## config.mk

```make
export PLATFORM = sky130hd
export DESIGN_NAME = dc_biu_burst_ctrl
export DESIGN_NICKNAME = d
export VERILOG_FILES = /design/src/rtl/dc_biu_burst_ctrl.sv
export SDC_FILE = /design/constraint.sdc
export NUM_CORES = 1
export LEC_CHECK = 0
export ABC_CLOCK_PERIOD_IN_PS = 2300
export BUFFER_PORTS_ARGS = -buffer_cell sky130_fd_sc_hd__buf_2
export CORE_UTILIZATION = 35
export DETAILED_ROUTE_END_ITERATION = 6
export PLACE_DENSITY = 0.77
export SLEW_MARGIN = 40
export SYNTH_ARGS = -nofsm -noshare
export SYNTH_HDL_FRONTEND = slang
export SYNTH_SLANG_ARGS = --single-unit
```

## constraint.sdc

```tcl
create_clock -name clk -period 2.3 [get_ports clk]
set_clock_uncertainty 0.05 [all_clocks]
set_input_delay 0.115 -clock clk [delete_from_list [all_inputs] [get_ports clk]]
set_output_delay 0.115 -clock clk [all_outputs]
set_load 0.005 [all_outputs]
```

## src/rtl/dc_biu_burst_ctrl.sv

```systemverilog
// dc_biu_burst_ctrl: data-cache bus interface stage.
// Turns the cache FSM's read/write/burst requests into Wishbone B3 classic
// single cycles or 4-beat wrap bursts, returning per-beat valid/error pulses
// and registered read data.
// Optional feature macro: DC_BIU_TIMEOUT_EN (no-response watchdog that
// terminates the cycle like a bus error after TIMEOUT_CYC silent cycles).
module dc_biu_burst_ctrl #(
   parameter int unsigned AW          = 32,
   parameter int unsigned DW          = 32,
   parameter int unsigned BURST_LEN   = 4,
   parameter int unsigned TIMEOUT_CYC = 255
) (
   input  logic          clk,
   input  logic          rst,
   input  logic          biu_read,
   input  logic          biu_write,
   input  logic          burst,
   input  logic [AW-1:0] biu_addr,
   input  logic [3:0]    biu_sel,
   input  logic [DW-1:0] biu_dat_i,
   output logic [DW-1:0] biu_dat_o,
   output logic          biudata_valid,
   output logic          biudata_error,
   output logic          biu_busy,
   output logic          wb_cyc_o,
   output logic          wb_stb_o,
   output logic          wb_we_o,
   output logic [3:0]    wb_sel_o,
   output logic [AW-1:0] wb_adr_o,
   output logic [2:0]    wb_cti_o,
   output logic [1:0]    wb_bte_o,
   output logic [DW-1:0] wb_dat_o,
   input  logic [DW-1:0] wb_dat_i,
   input  logic          wb_ack_i,
   input  logic          wb_err_i,
   input  logic          wb_rty_i
);

   localparam int unsigned CNT_W = 2;
   localparam int unsigned WD_W  = 8;

   localparam logic [2:0] CTI_CLASSIC = 3'b000;
   localparam logic [2:0] CTI_INCR    = 3'b010;
   localparam logic [2:0] CTI_EOB     = 3'b111;
   localparam logic [1:0] BTE_LINEAR  = 2'b00;
   localparam logic [1:0] BTE_WRAP4   = 2'b01;

   // Elaboration-time parameter sanity: the wrap logic only covers 4-beat lines.
   if (BURST_LEN != 4) begin : g_bad_burst_len
      $error("dc_biu_burst_ctrl: BURST_LEN must be 4");
   end
   if (TIMEOUT_CYC == 0 || TIMEOUT_CYC > 255) begin : g_bad_timeout
      $error("dc_biu_burst_ctrl: TIMEOUT_CYC must be 1..255");
   end
   if (AW < 5) begin : g_bad_aw
      $error("dc_biu_burst_ctrl: AW must be at least 5");
   end

   typedef enum logic [1:0] {
      ST_IDLE,
      ST_ACTIVE,
      ST_RETRY
   } state_e;

   state_e           state_q, state_d;
   logic [AW-1:0]    adr_q, adr_d;
   logic             we_q, we_d;
   logic             burst_q, burst_d;
   logic             cyc_q, cyc_d;
   logic             stb_q, stb_d;
   logic [3:0]       sel_q, sel_d;
   logic [2:0]       cti_q, cti_d;
   logic [1:0]       bte_q, bte_d;
   logic [CNT_W-1:0] cnt_q, cnt_d;
   logic [DW-1:0]    dat_q, dat_d;
   logic             valid_q, valid_d;
   logic             error_q, error_d;
   logic             busy_q, busy_d;

   logic             drop_c;
   logic             last_beat_c;
   logic             bus_err_c;

   assign last_beat_c = !burst_q || (cnt_q == CNT_W'(BURST_LEN - 1));

`ifdef DC_BIU_TIMEOUT_EN
   logic [WD_W-1:0]  wdog_q, wdog_d;
   logic             timeout_c;

   // A silent ACTIVE cycle that completes the count is treated as a bus error.
   assign timeout_c = (state_q == ST_ACTIVE) && !wb_ack_i && !wb_err_i && !wb_rty_i &&
                      (wdog_q == WD_W'(TIMEOUT_CYC - 1));
   assign bus_err_c = wb_err_i || timeout_c;

   // Watchdog: counts silent ACTIVE cycles, cleared by any slave response or outside ACTIVE.
   always_comb begin
      wdog_d = '0;
      if (state_q == ST_ACTIVE && !wb_ack_i && !wb_err_i && !wb_rty_i) begin
         wdog_d = wdog_q + WD_W'(1);
      end
   end

   // Watchdog register.
   always_ff @(posedge clk or posedge rst) begin
      if (rst) begin
         wdog_q <= '0;
      end else begin
         wdog_q <= wdog_d;
      end
   end
`else
   assign bus_err_c = wb_err_i;
`endif

   // Next-state and registered-output logic; err outranks ack, ack outranks rty.
   always_comb begin
      state_d = state_q;
      adr_d   = adr_q;
      we_d    = we_q;
      burst_d = burst_q;
      cyc_d   = cyc_q;
      stb_d   = stb_q;
      sel_d   = sel_q;
      cti_d   = cti_q;
      bte_d   = bte_q;
      cnt_d   = cnt_q;
      dat_d   = dat_q;
      valid_d = 1'b0;
      error_d = 1'b0;
      busy_d  = busy_q;
      drop_c  = 1'b0;

      case (state_q)
         ST_IDLE: begin
            if (biu_write || biu_read) begin
               state_d = ST_ACTIVE;
               we_d    = biu_write;
               burst_d = burst;
               cnt_d   = '0;
               cyc_d   = 1'b1;
               stb_d   = 1'b1;
               busy_d  = 1'b1;
               if (burst) begin
                  adr_d = {biu_addr[AW-1:2], 2'b00};
                  sel_d = 4'hF;
                  cti_d = CTI_INCR;
                  bte_d = BTE_WRAP4;
               end else begin
                  adr_d = biu_addr;
                  sel_d = biu_sel;
                  cti_d = CTI_CLASSIC;
                  bte_d = BTE_LINEAR;
               end
            end
         end

         ST_ACTIVE: begin
            if (bus_err_c) begin
               error_d = 1'b1;
               drop_c  = 1'b1;
            end else if (wb_ack_i) begin
               valid_d = 1'b1;
               dat_d   = wb_dat_i;
               if (last_beat_c) begin
                  drop_c = 1'b1;
               end else begin
                  cnt_d      = cnt_q + CNT_W'(1);
                  adr_d[3:2] = adr_q[3:2] + 2'd1;
                  if (cnt_q == CNT_W'(BURST_LEN - 2)) begin
                     cti_d = CTI_EOB;
                  end
               end
            end else if (wb_rty_i) begin
               state_d = ST_RETRY;
               cyc_d   = 1'b0;
               stb_d   = 1'b0;
            end
         end

         ST_RETRY: begin
            state_d = ST_ACTIVE;
            cyc_d   = 1'b1;
            stb_d   = 1'b1;
         end

         default: begin
            state_d = ST_IDLE;
            drop_c  = 1'b1;
         end
      endcase

      if (drop_c) begin
         state_d = ST_IDLE;
         cyc_d   = 1'b0;
         stb_d   = 1'b0;
         we_d    = 1'b0;
         sel_d   = 4'h0;
         cti_d   = CTI_CLASSIC;
         bte_d   = BTE_LINEAR;
         busy_d  = 1'b0;
      end
   end

   // State and output registers.
   always_ff @(posedge clk or posedge rst) begin
      if (rst) begin
         state_q <= ST_IDLE;
         adr_q   <= '0;
         we_q    <= 1'b0;
         burst_q <= 1'b0;
         cyc_q   <= 1'b0;
         stb_q   <= 1'b0;
         sel_q   <= 4'h0;
         cti_q   <= CTI_CLASSIC;
         bte_q   <= BTE_LINEAR;
         cnt_q   <= '0;
         dat_q   <= '0;
         valid_q <= 1'b0;
         error_q <= 1'b0;
         busy_q  <= 1'b0;
      end else begin
         state_q <= state_d;
         adr_q   <= adr_d;
         we_q    <= we_d;
         burst_q <= burst_d;
         cyc_q   <= cyc_d;
         stb_q   <= stb_d;
         sel_q   <= sel_d;
         cti_q   <= cti_d;
         bte_q   <= bte_d;
         cnt_q   <= cnt_d;
         dat_q   <= dat_d;
         valid_q <= valid_d;
         error_q <= error_d;
         busy_q  <= busy_d;
      end
   end

   assign biu_dat_o     = dat_q;
   assign biudata_valid = valid_q;
   assign biudata_error = error_q;
   assign biu_busy      = busy_q;
   assign wb_cyc_o      = cyc_q;
   assign wb_stb_o      = stb_q;
   assign wb_we_o       = we_q;
   assign wb_sel_o      = sel_q;
   assign wb_adr_o      = adr_q;
   assign wb_cti_o      = cti_q;
   assign wb_bte_o      = bte_q;

   // Upstream already presents the beat's write data for the current wb_adr_o.
   assign wb_dat_o      = biu_dat_i;

endmodule

```

Word-level counts from Yosys, hierarchy flattened --
Index checks and enable logic that the tools add are counted.
Operators by class: $add $sub $neg 2, equality and inequality tests 15, muxes and demuxes 53, bitwise logic cells 1, reduce and logical (&&, ||, !) cells 17
Operators by type and width (count):
- $mux W2 | 17
- $ne A3 B3 Y1 const B | 7
- $mux W4 | 5
- $mux W1 | 19
- $mux W3 | 6
- $reduce_and A5 Y1 | 2
- $ne A2 B2 Y1 const B | 4
- $pmux W2 S2 | 2
- $eq A2 B2 Y1 const B | 3
- $pmux W2 S3 | 1
- $pmux W3 S2 | 1
- $reduce_and A6 Y1 | 1
- $reduce_bool A2 Y1 | 3
- $add A2 B1 Y2 const B | 2
- $reduce_and A2 Y1 | 2
- $reduce_and A4 Y1 | 1
- $reduce_bool A4 Y1 | 1
- $pmux W1 S3 | 1
- $reduce_and A3 Y1 | 1
- $reduce_bool A3 Y1 | 1
- $eq A2 B1 Y1 const B | 1
- $logic_not A2 Y1 | 1
- $logic_or A1 B1 Y1 | 2
- $pmux W1 S2 | 1
- 3 further kinds | 3
Word-level totals: bits in registers 83, input bits 108, output and inout bits 111

Depth between registers and ports, before layout --
Gate-level depths: netlist of the first run.
depth in word-level cells 8, gate-level depth with buffers 7

Worst setup path before layout of the first run --
Ideal clock, no wire load.
path type register -> register, start register cnt_q[1], end register cti_q[0] (netlist: wb_cti_o[0]), setup time 0.125 ns, arrival 1.475 ns, data required time 2.125 ns, path slack 0.650 ns, cell stages (with the launch flop) 6, buffers on the path 0, clock period less this slack 1.650 ns, cells stage by stage dfrtp_1 > ha_1 > nand2b_1 > a31oi_1 > a31oi_2 > mux2_4
Between the ends: cells in the longest elaborated chain, start to end 8, elaborated cells between the ends (all ways) 15, those cells by class eq/ne: 7; mux: 5; reduce/logical: 3
RTL lines:
- start, declared | line 74 | logic [CNT_W-1:0] cnt_q, cnt_d;
- start signal, assigned | line 231 | cnt_q <= cnt_d;
- $eq A2 B2 Y1 | line 84 | assign last_beat_c = !burst_q || (cnt_q == CNT_W'(BURST_LEN - 1));
- $logic_or A1 B1 Y1 | line 84
- $mux W1 | line 164 | if (last_beat_c) begin
- $mux W1 | line 161 | end else if (wb_ack_i) begin
- $mux W1 | line 158 | if (bus_err_c) begin
- $pmux W1 S2 | line 133 | case (state_q)
- $ne A3 B3 Y1 (no line) / $reduce_bool A3 Y1 (equally long branches)
- $reduce_and A6 Y1 (no line)
- end signal, assigned | line 229 | cti_q <= cti_d;
- end, declared | line 72 | logic [2:0] cti_q, cti_d;
Parallel ways exist; a longest one is shown, timed or not. A chain may end at the register's enable or synchronous reset.

Worst setup path in the final report of the first run --
Ends and elaborated chain as after synthesis.

==> results.tsv, run 1 <==
stage	metric	value	unit
detailed_routing	drc	0	
detailed_routing	wl_per_cell	14.7	um
yosys	synth_area	3680	um^2
critical_path	max_stage_delay	0.41	ns
clock_tree	clock-root-buffer	clkbuf_8	
detailed_routing	drt-total-wl	9.52	mm
final_layout	layout_commonest_cell	buf_2	
critical_path	crit_type	flip-flop to flip-flop	
detailed_routing	drtPass1Iterations	4	
final_layout	postLayoutCoreUtil	50.1	%
floorplan	start_util	35.9	%
sta	layout_worst_path_cycle_share	79.0	%
global_route	grt_pass1_vias	3098	
sta	slew_violations	0	
sta	worst_pin_slew	0.583	ns
status	outcome	finished, final reports clean	
critical_path	r2r_start	cnt_q[1]$_DFFE_PP0P_	
final_layout	drive_above_1_share	41.9	%
critical_path	required	2.48	ns
final_layout	layout.nets	617	
floorplan	core_area	10200	um^2
detailed_routing	drt_iter0_drc	157	
power	p_leak	2.69	nW
clock_tree	cts.sinks	81	
final_layout	synthToLayoutAreaGrowth	39.3	%
power	vdd_drop_max	444	uV
placement	place_congestion	0.825	
floorplan	die_area	10900	um^2
floorplan	rows	37	
clock_tree	clockBufferDepth	2	
clock_tree	cts_buffers	9	
detailed_routing	ant_nets	0	
global_route	grt_remaining_overflow	0	
placement	io_buffers	153	
placement	dp_hpwl	5.74	mm
yosys	yosys_warnings	0	
critical_path	path_cells	ha_1 -> nand2b_1 -> a31oi_1 -> a31oi_2 -> mux2_4	
clock_tree	htreeDepth	3	
floorplan	ios	219	
critical_path	cp-start-kind	flip-flop	
sta	hold_viol_final	0	
yosys	ys_ff_latch	81	
critical_path	cp_max_fo	5	
critical_path	end_kind	flip-flop	
clock_tree	clk_pin_slew	0.08	ns
power	power_density	1170	nW/um^2
final_layout	diodes	0	
flow_run	drv_cap	0	
sta	rsz0062_at_grt	false	
worst_hold_path	hp-start	biu_write	
clock_tree	clk_latency	0.34	ns
final_layout	mostFrequentLayoutCells	buf_2, nand2_1, dfrtp_1	
yosys	synth_nets	436	
clock_tree	cts_tree	built	
global_route	grt_pass1_wl	15.0	mm
sta	slew_headroom	61.1	%
critical_path	cp_slowest_cell	dfrtp_1	
critical_path	crit_buf_inv	0	
yosys	yosysUniqueCellTypes	38	
worst_hold_path	min_path_type	primary input to flip-flop	
yosys	syn_inst	326	
detailed_routing	vias	2965	
sta	finalCriticalPeriod	1.82	ns
global_route	gr-usage-all-layers	17.7	%
critical_path	crit_family	compound AO/OA/AOI/OAI gates	
yosys	ys_seq_area_share	55.1	%
clock_tree	cts_setup_buffers	0	
floorplan	die_x	104	um
global_route	antenna_found_initial	0	
sta	fin_tns_setup	0	ns
yosys	syn_avg_cell_area	11.3	um^2
critical_path	worstPathArrival	2.00	ns
floorplan	chipHeight	104	um
sta	setup_viol	0	
critical_path	crit_path_start	cnt_q[1]$_DFFE_PP0P_	
detailed_routing	via_per_inst	4.58	
global_route	grt_max_degree	50	
sta	fmax	550	MHz
==> worst register-to-register path: stages (launching register included) <==
cell	delay (ns)
dfrtp_1	0.41
ha_1	0.20
nand2b_1	0.26
a31oi_1	0.32
a31oi_2	0.17
mux2_4	0.31
==> cells by family (layout without fill, tap and decap cells) <==
family,Yosys count,after routing,synth area share [%]
compound gates,22,22,4.63
mux,35,35,13.7
simple gates,131,131,15.2
flops,81,81,55.1
other cells,1,1,0.102
buf+inv,54,239,10.6
fa+ha+maj,2,2,0.681
==> routing by layer <==
layer / vias up / track usage [%] / part of all wire [%]
li1: 1377 / - / -
met1: 1429 / 19.9 / 41
met2: 129 / 31.7 / 51
met3: 30 / 4.45 / 6.2
met4: 0 / 7.24 / 2.0
met5: - / 0 / 0
==> registers in the layout, indices dropped and copies added, names as in the netlist <==
signal,cells
biu_busy,1
biu_dat_o,32
biudata_error,1
biudata_valid,1
burst_q,1
cnt_q,2
state_q,2
wb_adr_o,32
wb_bte_o,1
wb_cti_o,2
wb_sel_o,4
wb_stb_o,1
wb_we_o,1
==> through the flow <==
step | hold slack (ns) | instance area, um^2 | power [mW] | cells | setup WS, ns
2_1_floorplan | 0.170 | 3680 | 3.96 | 326 | 0.0549
3_3_place_gp | 0.135 | 4300 | 4.78 | 569 | 0.588
3_5_place_dp | 0.153 | 4300 | 4.88 | 569 | 0.511
4_1_cts | 0.00265 | 5120 | 6.04 | 647 | 0.500
5_1_grt | 0.0150 | 5120 | 6.44 | 647 | 0.426
6_report | 0.0225 | 5120 | 6.01 | 647 | 0.482
==> worst paths after layout <==
kind,slack [ns],cells after the start,end
worst max-delay path,0.48,5,wb_cti_o[0]$_DFFE_PP0P_
worst min-delay path,0.02,3,wb_we_o$_DFFE_PP0P_
worst max register to register,0.48,5,wb_cti_o[0]$_DFFE_PP0P_
worst min register to register,0.42,2,wb_adr_o[23]$_DFFE_PP0P_
max in group asynchronous,1.24,4,wb_adr_o[31]$_DFFE_PP0P_
min in group asynchronous,0.31,3,biudata_error$_DFF_PP0_
==> where the power goes <==
group,leakage [nW],internal (mW),switching (mW)
combinational,1.59,1.30,1.15
clock,0.102,0.553,0.486
sequential,0.990,2.11,0.416
==> timing repair <==
| item | CTS | global route |
|---|---|---|
| resized for setup | 0 | 0 |
| endpoints found under the hold margin | 94 | 0 |
| hold buffers | 63 | 0 |
==> layout make-up <==
type                            count  area, um^2
Fill cell                         859        5110
Sequential cell                    81        2030
Timing Repair Buffer              220        1450
Multi-Input combinational cell    191        1260
Tap cell                          136         170
Clock buffer                       12         155
Clock inverter                      3        40.0
Inverter                            4        16.3
==> cell usage after synthesis <==
master | n | area (um^2)
a211o_1 | 1 | 8.76
nand2_2 | 1 | 6.26
mux2_4 | 30 | 450
or2_1 | 1 | 6.26
and4bb_1 | 1 | 12.5
mux2_2 | 3 | 33.8
a21o_1 | 1 | 7.51
a22oi_1 | 2 | 15.0
nor3_1 | 10 | 50.1
dfrtp_1 | 81 | 2030
nand2b_1 | 3 | 18.8
a21oi_1 | 4 | 20.0
and2b_1 | 1 | 7.51
clkbuf_1 | 3 | 11.3
inv_1 | 4 | 15.0
a211oi_4 | 1 | 20.0
a21oi_2 | 1 | 8.76
o22ai_2 | 1 | 12.5
a2bb2oi_1 | 1 | 8.76
buf_4 | 38 | 285
buf_2 | 4 | 20.0
nor3_4 | 1 | 16.3
conb_1 | 1 | 3.75
nor2_2 | 1 | 6.26
and2_1 | 1 | 6.26
nor4_1 | 2 | 12.5
nor3b_1 | 1 | 7.51
nor2b_1 | 1 | 6.26
ha_1 | 2 | 25.0
mux2i_1 | 2 | 20.0
a31oi_2 | 1 | 12.5
a31o_2 | 1 | 8.76
o21a_1 | 2 | 15.0
nor2_1 | 11 | 41.3
buf_6 | 5 | 56.3
a31oi_1 | 2 | 12.5
nand2_1 | 96 | 360
o21ai_0 | 4 | 20.0
Power figures use the tool's default switching activity.
==> run 2, diff against run 1 <==
--- a/config.mk
+++ b/config.mk
@@ -5,11 +5,12 @@
 export SDC_FILE = /design/constraint.sdc
 export NUM_CORES = 1
 export LEC_CHECK = 0
-export ABC_CLOCK_PERIOD_IN_PS = 2300
+export ABC_AREA = 1
+export ABC_CLOCK_PERIOD_IN_PS = 1700
 export BUFFER_PORTS_ARGS = -buffer_cell sky130_fd_sc_hd__buf_2
 export CORE_UTILIZATION = 35
 export DETAILED_ROUTE_END_ITERATION = 6
-export PLACE_DENSITY = 0.77
+export PLACE_DENSITY = 0.75
 export SLEW_MARGIN = 40
 export SYNTH_ARGS = -nofsm -noshare
 export SYNTH_HDL_FRONTEND = slang
==> constraint.sdc (replaced) <==
create_clock -name clk -period 1.7 [get_ports clk]
set_clock_uncertainty 0.05 [all_clocks]
set_input_delay 0.085 -clock clk [delete_from_list [all_inputs] [get_ports clk]]
set_output_delay 0.085 -clock clk [all_outputs]
set_load 0.005 [all_outputs]
==> run 2 against run 1 <==
  * Maximum frequency grew 21%
  * Combinational power up 47%
  * Cell area rose by 2.1%
  * Count of clock-buffer cells in the layout is 3 lower
  * Setup slack worse by 0.29 ns
  * Area after synthesis decreased by 0.34%
  * Clock power up 33%
  * Critical path type unchanged
==> results.tsv, run 2 <==
stage	metric	value	unit	change
global_route	grt_remaining_overflow	0		unchanged
yosys	synth_area_leaders	dfrtp_1, nand2_1, mux2_4		
detailed_routing	ant_nets	0		unchanged
yosys	synth_flop_cell	dfrtp_1		
global_route	use_met1	20.4	%	+0.46 points
clock_tree	cts.sinks	81		unchanged
critical_path	required	1.88	ns	-0.60 ns
detailed_routing	drt_iter0_drc	158		+0.64%
detailed_routing	vias	3020		+1.9%
final_layout	multi_input_area	1230	um^2	-2.7%
placement	dp_hpwl	5.78	mm	+0.79%
yosys	ys_ff_latch	81		unchanged
yosys	netlist_top_cells_count	nand2_1, dfrtp_1, buf_4		
critical_path	cp_max_fo	32		+27
clock_tree	cts.hold.buffers_added	70		+11%
floorplan	die_area	10900	um^2	-0.33%
global_route	grt_pass1_vias	3100		+0.065%
final_layout	mostFrequentLayoutCells	buf_2, nand2_1, dfrtp_1		
sta	layout_worst_path_cycle_share	88.5	%	+9.5 points
sta	fmax	665	MHz	+21%
worst_hold_path	min_path_type	primary input to flip-flop		
final_layout	layout_commonest_cell	buf_2		
yosys	synth-edff-count	0		unchanged
worst_hold_path	worstHoldEndpoint	wb_sel_o[1]$_DFFE_PP0P_		
placement	place_congestion	0.769		-6.8%
detailed_routing	drc	0		unchanged
placement	placed_cells	597		+4.9%
global_route	grt_max_degree	82		+64%
detailed_routing	drt-total-wl	9.24	mm	-3.0%
detailed_routing	via_per_inst	4.42		-3.5%
yosys	synth_area	3660	um^2	-0.34%
final_layout	postLayoutCoreUtil	52.5	%	+2.5 points
flow_run	drv_cap	0		unchanged
yosys	yosys_warnings	0		unchanged
final_layout	drive_above_1_share	39.5	%	-2.4 points
yosys	ys_seq_area_share	55.3	%	+0.19 points
critical_path	r2r_setup_slack	0.20	ns	-0.29 ns
global_route	grt_util_met3	3.38	%	-1.1 points
final_layout	layout.nets	655		+6.2%
global_route	top_usage_layer	met2		
floorplan	start_util	36.8	%	+0.87 points
critical_path	worst_r2r_path_depth	7		+2
floorplan	rows	36		-2.7%
yosys	synth_top_area_share	55.3	%	+0.19 points
detailed_routing	drtPass1Iterations	4		unchanged
clock_tree	cts_setup_buffers	0		unchanged
sta	hold_viol_final	0		unchanged
power	finalPower	8.44	mW	+40%
clock_tree	clk_latency	0.35	ns	about the same
placement	io_buffers	153		unchanged
yosys	syn_avg_cell_area	10.5	um^2	-7.2%
yosys	syn_inst	350		+7.4%
yosys	async_flop_share	100	%	unchanged
clock_tree	clk_pin_slew	0.08	ns	about the same
power	power_density	1620	nW/um^2	+38%
final_layout	seq_area	2030	um^2	unchanged
sta	fin_tns_setup	0	ns	unchanged
floorplan	ios	219		unchanged
clock_tree	cts_buffers	9		unchanged
sta	finalCriticalPeriod	1.50	ns	-0.313 ns
floorplan	core_area	9950	um^2	-2.7%
sta	setup_viol	0		unchanged
clock_tree	htreeDepth	3		unchanged
clock_tree	cts.repair.resized	0		unchanged
critical_path	crit_type	flip-flop to flip-flop		
floorplan	chipHeight	104	um	-0.17%
global_route	gr-usage-all-layers	17.5	%	-0.22 points
critical_path	end_kind	flip-flop		
sta	rsz0062_at_grt	false		
yosys	yosysUniqueCellTypes	23		-39%
global_route	grt_pass1_wl	15.1	mm	+0.65%
critical_path	worstPathArrival	1.69	ns	-0.31 ns
status	outcome	finished, final reports clean		
final_layout	diodes	0		unchanged
final_layout	stdcell_count	683		+5.6%
clock_tree	cts_tree	built		
yosys	synth_largest_area_cell	dfrtp_1		
placement	placed_cell_area	4330	um^2	+0.84%
worst_hold_path	hp-start	biu_sel[1]		
clock_tree	clockBufferDepth	2		unchanged
global_route	gr-usage-met2	29.7	%	-2.0 points
power	p_leak	2.85	nW	+6.1%
power	vdd_drop_max	692	uV	+56%
critical_path	cp-start-kind	flip-flop		
sta	slew_violations	0		unchanged
critical_path	r2r_start	state_q[1]$_DFFE_PP0P_		
floorplan	die_x	104	um	-0.17%
detailed_routing	wl_per_cell	13.5	um	-8.1%
global_route	antenna_found_initial	0		unchanged
critical_path	reg2reg_to	biu_dat_o[0]$_DFFE_PP0P_		
worst_hold_path	hold_depth	3		unchanged
yosys	synth_nets	460		+5.5%
final_layout	finish.instance_area	5230	um^2	+2.1%
final_layout	synthToLayoutAreaGrowth	42.7	%	
clock_tree	clock-root-buffer	clkbuf_8		
final_layout	fill_cells	873		+1.6%
yosys	yosysMostFrequentCell	nand2_1		
critical_path	crit_path_start	state_q[1]$_DFFE_PP0P_		
## run 2: final cells by class
type	count	area share, %
inverters	15	1.20
flip-flops and latches	81	38.8
repair buffers	229	29.6
clock inverters	7	1.36
clock buffers	9	2.37
multi-input cells	209	23.5
well taps	133	3.18
## run 2: worst max-delay path by stage
| stage | to | slack, ns | cells after the start |
|---|---|---|---|
| after floorplan | wb_adr_o[10]$_DFFE_PP0P_ | 0.32 | 4 |
| after global placement | biu_dat_o[1]$_DFFE_PP0P_ | 0.27 | 7 |
| after detailed placement | biu_dat_o[8]$_DFFE_PP0P_ | 0.21 | 7 |
| after CTS | biu_dat_o[15]$_DFFE_PP0P_ | 0.19 | 7 |
| after global routing | biu_dat_o[27]$_DFFE_PP0P_ | 0.09 | 7 |
| final | biu_dat_o[0]$_DFFE_PP0P_ | 0.20 | 7 |
## run 2: per-layer routing
| metal | vias up | part of all wire [%] |
|---|---|---|
| li1 | 1460 | - |
| met1 | 1408 | 40 |
| met2 | 114 | 52 |
| met3 | 38 | 5.1 |
| met4 | 0 | 3.2 |
| met5 | - | 0 |
## run 2: where the power goes
part / total (mW) / switching, mW / internal (mW)
clock: 1.38 / 0.703 / 0.675
combinational: 3.61 / 1.66 / 1.95
sequential: 3.46 / 0.578 / 2.88
## run 2: worst max-delay path: stages (launching register included)
cell and delay (ns):
dfrtp_1 0.46, inv_1 0.14, nand2_4 0.10, nor2_4 0.16, nand2_4 0.08, buf_4 0.24
nand2_1 0.09, nand2_1 0.07
## run 2: cell families (layout without fill, tap and decap cells)
group | Yosys count | after routing | synth area share, %
buf+inv | 60 | 260 | 11.2
fa+ha+maj | 2 | 2 | 0.683
other cells | 1 | 1 | 0.102
simple gates | 161 | 161 | 18.8
xor+xnor | 1 | 1 | 0.239
mux | 28 | 28 | 11.5
flops | 81 | 81 | 55.3
compound gates | 16 | 16 | 2.19
## run 2: per-stage QoR
step	hold slack (ns)	setup slack, ns
final	0.0170	0.195
after global routing	0.0278	0.0878
after CTS	0.0129	0.194
after detailed placement	0.120	0.205
after global placement	0.120	0.272
after floorplan	0.141	0.320
